==> src/rtl/acc_pkg.sv <==
// Shared widths and FSM state type for the accelerator weight-memory streamer.
package acc_pkg;

    localparam int unsigned WM_ADDR_W      = 7;
    localparam int unsigned WM_DATA_W      = 64;
    localparam int unsigned PX_W           = 8;
    localparam int unsigned BYTES_PER_WORD = 8;
    localparam int unsigned BYTE_IDX_W     = 3;

    localparam logic [BYTE_IDX_W-1:0] LAST_BYTE = BYTE_IDX_W'(BYTES_PER_WORD - 1);

    typedef enum logic [2:0] {
        ST_IDLE,
        ST_FETCH,
        ST_WAIT,
        ST_STREAM,
        ST_DONE
    } acc_state_t;

endpackage

==> src/rtl/wm_word_unpacker.sv <==
// Holds one 64-bit weight word and hands it out LSB byte first over a valid/ready link.
module wm_word_unpacker
    import acc_pkg::*;
(
    input  logic                 clk,
    input  logic                 rst_n,
    input  logic                 load,
    input  logic [WM_DATA_W-1:0] load_data,
    input  logic                 last_word,
    input  logic                 px_ready,
    output logic [PX_W-1:0]      px_data,
    output logic                 px_valid,
    output logic                 px_last,
    output logic                 word_done
);

    logic [WM_DATA_W-1:0]  shift_buf;
    logic [BYTE_IDX_W-1:0] byte_cnt;
    logic                  valid;
    logic                  xfer;

    assign xfer      = valid && px_ready;
    assign word_done = xfer && (byte_cnt == LAST_BYTE);
    assign px_data   = shift_buf[PX_W-1:0];
    assign px_valid  = valid;
    assign px_last   = valid && last_word && (byte_cnt == LAST_BYTE);

    // A load on the same edge as the final transfer takes priority, so words can run back to back.
    always_ff @(posedge clk or negedge rst_n) begin
        if (!rst_n) begin
            shift_buf <= '0;
            byte_cnt  <= '0;
            valid     <= 1'b0;
        end else if (load) begin
            shift_buf <= load_data;
            byte_cnt  <= '0;
            valid     <= 1'b1;
        end else if (xfer) begin
            shift_buf <= shift_buf >> PX_W;
            byte_cnt  <= byte_cnt + 1'b1;
            if (byte_cnt == LAST_BYTE) begin
                valid <= 1'b0;
            end
        end
    end

endmodule

==> src/rtl/acc_wm_streamer.sv <==
// Streams word_count weight-memory words to the MAC array as bytes on request.
// Optional macro WM_PREFETCH_EN: read the next word during the current stream to remove bubbles.
module acc_wm_streamer
    import acc_pkg::*;
(
    input  logic                 clk,
    input  logic                 rst_n,
    input  logic                 acc_start,
    input  logic [WM_ADDR_W-1:0] word_count,
    output logic [WM_ADDR_W-1:0] wm_raddr,
    input  logic [WM_DATA_W-1:0] wm_rdata,
    output logic [PX_W-1:0]      px_data,
    output logic                 px_valid,
    input  logic                 px_ready,
    output logic                 px_last,
    output logic                 acc_busy,
    output logic                 acc_done
);

    acc_state_t           state, state_nx;
    logic [WM_ADDR_W-1:0] count;
    logic [WM_ADDR_W-1:0] word_idx;
    logic                 last_word;
    logic                 word_done;
    logic                 load;
    logic [WM_DATA_W-1:0] load_data;

    assign last_word = (word_idx == count - 1'b1);
    assign acc_busy  = (state == ST_FETCH) || (state == ST_WAIT) || (state == ST_STREAM);
    assign acc_done  = (state == ST_DONE);

`ifdef WM_PREFETCH_EN
    logic [WM_DATA_W-1:0] hold_buf;
    logic                 hold_valid;
    logic [1:0]           pf_cnt;

    assign load      = (state == ST_WAIT) ||
                       ((state == ST_STREAM) && word_done && !last_word && hold_valid);
    assign load_data = (state == ST_WAIT) ? wm_rdata : hold_buf;
`else
    assign load      = (state == ST_WAIT);
    assign load_data = wm_rdata;
`endif

    always_ff @(posedge clk or negedge rst_n) begin
        if (!rst_n) begin
            state <= ST_IDLE;
        end else begin
            state <= state_nx;
        end
    end

    always_comb begin
        state_nx = state;
        case (state)
            ST_IDLE:   if (acc_start) state_nx = ST_FETCH;
            ST_FETCH:  state_nx = (count == '0) ? ST_DONE : ST_WAIT;
            ST_WAIT:   state_nx = ST_STREAM;
            ST_STREAM: begin
                if (word_done) begin
`ifdef WM_PREFETCH_EN
                    if (last_word)       state_nx = ST_DONE;
                    else if (!hold_valid) state_nx = ST_FETCH;
`else
                    state_nx = last_word ? ST_DONE : ST_FETCH;
`endif
                end
            end
            ST_DONE:   if (!acc_start) state_nx = ST_IDLE;
            default:   state_nx = ST_IDLE;
        endcase
    end

    always_ff @(posedge clk or negedge rst_n) begin
        if (!rst_n) begin
            count    <= '0;
            word_idx <= '0;
            wm_raddr <= '0;
`ifdef WM_PREFETCH_EN
            hold_buf   <= '0;
            hold_valid <= 1'b0;
            pf_cnt     <= '0;
`endif
        end else begin
`ifdef WM_PREFETCH_EN
            // Read data is valid one cycle after the address is sampled, so capture two edges after issue.
            if (pf_cnt != 2'd0) begin
                pf_cnt <= pf_cnt - 2'd1;
                if (pf_cnt == 2'd1) begin
                    hold_buf   <= wm_rdata;
                    hold_valid <= 1'b1;
                end
            end
`endif
            case (state)
                ST_IDLE: begin
                    if (acc_start) begin
                        count    <= word_count;
                        word_idx <= '0;
                        wm_raddr <= '0;
                    end
                end
`ifdef WM_PREFETCH_EN
                ST_WAIT: begin
                    hold_valid <= 1'b0;
                    if (!last_word) begin
                        wm_raddr <= word_idx + 1'b1;
                        pf_cnt   <= 2'd2;
                    end
                end
`endif
                ST_STREAM: begin
                    if (word_done && !last_word) begin
                        word_idx <= word_idx + 1'b1;
`ifdef WM_PREFETCH_EN
                        // Without a captured word the address already points at word_idx+1 for the refetch.
                        if (hold_valid) begin
                            hold_valid <= 1'b0;
                            if (word_idx + 2'd2 != count) begin
                                wm_raddr <= word_idx + 2'd2;
                                pf_cnt   <= 2'd2;
                            end
                        end
`else
                        wm_raddr <= word_idx + 1'b1;
`endif
                    end
                end
                default: ;
            endcase
        end
    end

    wm_word_unpacker u_unpacker (
        .clk       (clk),
        .rst_n     (rst_n),
        .load      (load),
        .load_data (load_data),
        .last_word (last_word),
        .px_ready  (px_ready),
        .px_data   (px_data),
        .px_valid  (px_valid),
        .px_last   (px_last),
        .word_done (word_done)
    );

endmodule

==> config.mk <==
export PLATFORM = sky130hd
export DESIGN_NAME = acc_wm_streamer
export DESIGN_NICKNAME = d
export VERILOG_FILES = /design/src/rtl/acc_pkg.sv /design/src/rtl/wm_word_unpacker.sv /design/src/rtl/acc_wm_streamer.sv
export SDC_FILE = /design/constraint.sdc
export NUM_CORES = 1
export LEC_CHECK = 0
export BUFFER_PORTS_ARGS = -buffer_cell sky130_fd_sc_hd__buf_2
export CORE_MARGIN = 5
export CORE_UTILIZATION = 56
export CTS_BUF_LIST = sky130_fd_sc_hd__clkbuf_2
export DETAILED_ROUTE_END_ITERATION = 7
export PLACE_DENSITY = 0.82
export SETUP_SLACK_MARGIN = 0.3
export SLEW_MARGIN = 10
export SYNTH_ARGS = -nofsm -noshare
export SYNTH_HDL_FRONTEND = slang
export SYNTH_SLANG_ARGS = --single-unit
==> constraint.sdc <==
create_clock -name clk -period 2.44 [get_ports clk]
set_clock_uncertainty 0.05 [all_clocks]
set_input_delay 0.122 -clock clk [delete_from_list [all_inputs] [get_ports clk]]
set_output_delay 0.122 -clock clk [all_outputs]
set_load 0.01 [all_outputs]
==> reports/qor.txt <==
Status: finished, violations left
Violated checks: setup timing
Initial DRC count: 281
Cell Area, Placed: 0.00474 mm^2
Synth warnings: 0
Die height: 96.3 um
Seq/Total Area, Yosys: 51.0%
CTS tree: yes
Measured slew at the worst slew-check pin: 0.770 ns
CP cell instances: buf_4 -> nor3_1 -> xnor2_1 -> nor4_4 -> o211a_2 -> and3_4 -> buf_6
# fillers: 429
CTS Buffer Depth: 2
Number of global-route vias before repair: 3944
Area growth syn-to-layout: 39.7%
Wire per inst: 17.3 um
Final period util: 110%
Post-Synthesis Cells: 416
Max H-tree Level: 3
Crit-path slowest cell: dfrtp_1
Number of max-cap violations: 0
Tot Pwr: 2.34 mW
Mapped Nets: 496
Core Area: 0.00725 mm^2
Fin. Hold Viols: 0
Num CTS Buffers: 9
GRT Total Usage: 26.1%
Yosys cell types: 43
Max-slew headroom at the worst pin: 48.5%
Synth area leaders: dfrtp_1 51%, mux2i_1 14%, o21ai_0 7.9%
# diodes: 0
PortBufs: 93
Synth top area share: 51.0%
Synthesized area: 0.00417 mm^2
DP Wirelength: 6300 um
Critical Path AT: 2.51 ns
CTS Root Cell: clkbuf_2
Die Wd: 96.3 um
Max-slew violations: 0
HP Class: in -> async
Die area: 0.00928 mm^2
# clock sinks: 85
Post-route setup slack: -0.244 ns
Cell taking the most area after synthesis: dfrtp_1
Leakage Power: 3.08 nW
CP max FO: 3
CP peak stage delay: 0.45 ns
Total Wirelength: 11900 um
Critical setup path kind: reg -> out
Final setup fails: 4
Clk pin slew, worst setup/hold paths: 0.24 ns
Power Density: 402 mW/mm^2
1st-pass router iterations: 5
Pin count of the biggest net entering global routing: 71
Startpoint Class: register
Fin crit period: 2.68 ns
Most frequent cells in the layout: 91 x buf_2, 86 x nand2_1, 85 x dfrtp_1, 75 x dlygate4sd3_1, 66 x o21ai_0
Syn avg cell area: 10.0 um^2
Req. time, crit path: 2.27 ns
Nets: 664
IO Pins: 94
GRT overflow: 0
Setup TNS: -0.503 ns
Global-route wire length before repair: 18600 um
Vias: 3879
Setup crit end kind: output pin
Layout cells sized above 1: 26.2%
Maximum vdd drop: 364 uV
Commonest non-fill, non-tap cell in the layout: buf_2
RSZ-0062 raised after global routing: yes
Initial core utilization: 57.5%
Flops & latches, synth: 85
Initial antenna violation count: 0
Placer Congestion: 0.893
Hold slack: 0.0768 ns
FP Rows: 31
Worst-skew pair later-pin latency: 0.52 ns
Cell area after layout: 0.00583 mm^2
DRT antenna net count: 0
DR vias/cell: 5.65
Fmax: 373 MHz
# DRC: 0
## per-stage QoR
stage                     util, %  setup slack (ns)  cells
after floorplan                 -             0.310    416
after global placement       65.4             0.267    584
after detailed placement     65.4             0.125    584
after CTS                    79.1            -0.124    684
after global routing         80.3            -0.361    687
final                        80.3            -0.244    687
## final timing paths
check	endpoint	start	cells after the start	slack, ns
max in group asynchronous	word_idx[2]	rst_n	3	1.13
max reg2reg	word_idx[4]	count[0]	11	-0.11
min in group clk	u_unpacker.shift_buf[0]	wm_rdata[0]	4	0.25
min	u_unpacker.byte_cnt[1]	rst_n	3	0.08
min reg2reg	u_unpacker.shift_buf[56]	u_unpacker.shift_buf[56]	2	0.50
max	px_last	count[0]	7	-0.24
## kinds of logic after synthesis
family | Yosys count | synth area share (%)
flops | 85 | 51.0
fa+ha+maj | 5 | 1.50
buf+inv | 36 | 3.99
simple gates | 126 | 13.3
compound gates | 91 | 12.9
xor+xnor | 11 | 2.31
mux | 62 | 15.0
## layout make-up
| cell class | count | area, um^2 | share of cell area, % |
|---|---|---|---|
| clock buffers | 9 | 45.0 | 0.773 |
| inverters | 4 | 15.0 | 0.258 |
| multi-input cells | 295 | 2000 | 34.3 |
| repair buffers | 189 | 1450 | 24.8 |
| well taps | 99 | 124 | 2.13 |
| clock inverters | 6 | 71.3 | 1.22 |
| flip-flops and latches | 85 | 2130 | 36.5 |
## cell usage after synthesis (all sizes together)
library cell	number
nand2	87
dfrtp	85
o21ai	66
mux2i	57
clkbuf	19
buf	13
nor2	13
xnor2	8
ha	5
mux2	5
nor3	5
a21o	4
inv	4
nand3	4
a21oi	3
a32o	3
nor3b	3
xor2	3
a31o	2
a31oi	2
a32oi	2
and2	2
and3	2
nand4	2
nor4	2
o211a	2
o311ai	2
o32ai	2
or4	2
a211o	1
nand2b	1
nor2b	1
nor4b	1
o211ai	1
o31ai	1
or2	1
## where the power goes
part	switching (mW)	total, mW	internal [mW]
Sequential	0	1.41	1.41
Combinational	0.0684	0.193	0.125
Clock	0.498	0.738	0.240
## worst max-delay path, delay by kind of cell, from the launching register on
kind	cells	cell delay (ns)
and+or+nand+nor	3	0.85
xor gates and xnor gates	1	0.19
AOI/OAI and AO/OA	1	0.25
buffers and inverters	2	0.26
DFF	1	0.45
## registers in the layout, indices dropped and copies added, names as in the netlist
signal and flops:
u_unpacker.byte_cnt 3, state 3, word_idx 7, u_unpacker.px_valid 1, count 7, u_unpacker.shift_buf 64
## routing by layer
metal	vias to the layer above	global-route usage, %	wire [um]
li1	1781	-	-
met1	1822	31.8	4550
met2	215	42.8	5880
met3	61	4.69	787
met4	0	16.2	653
met5	-	0	0
## repair_timing
action                                 4_1_cts  5_1_grt
gates cloned                                 0        0
buffers inserted                            10        3
setup endpoints to repair                    9       13
gates resized for setup                     12       10
endpoints found under the hold margin      160        0
pin swaps                                    9        6
hold buffers                                75        0
(Power assumes the default switching activity.)
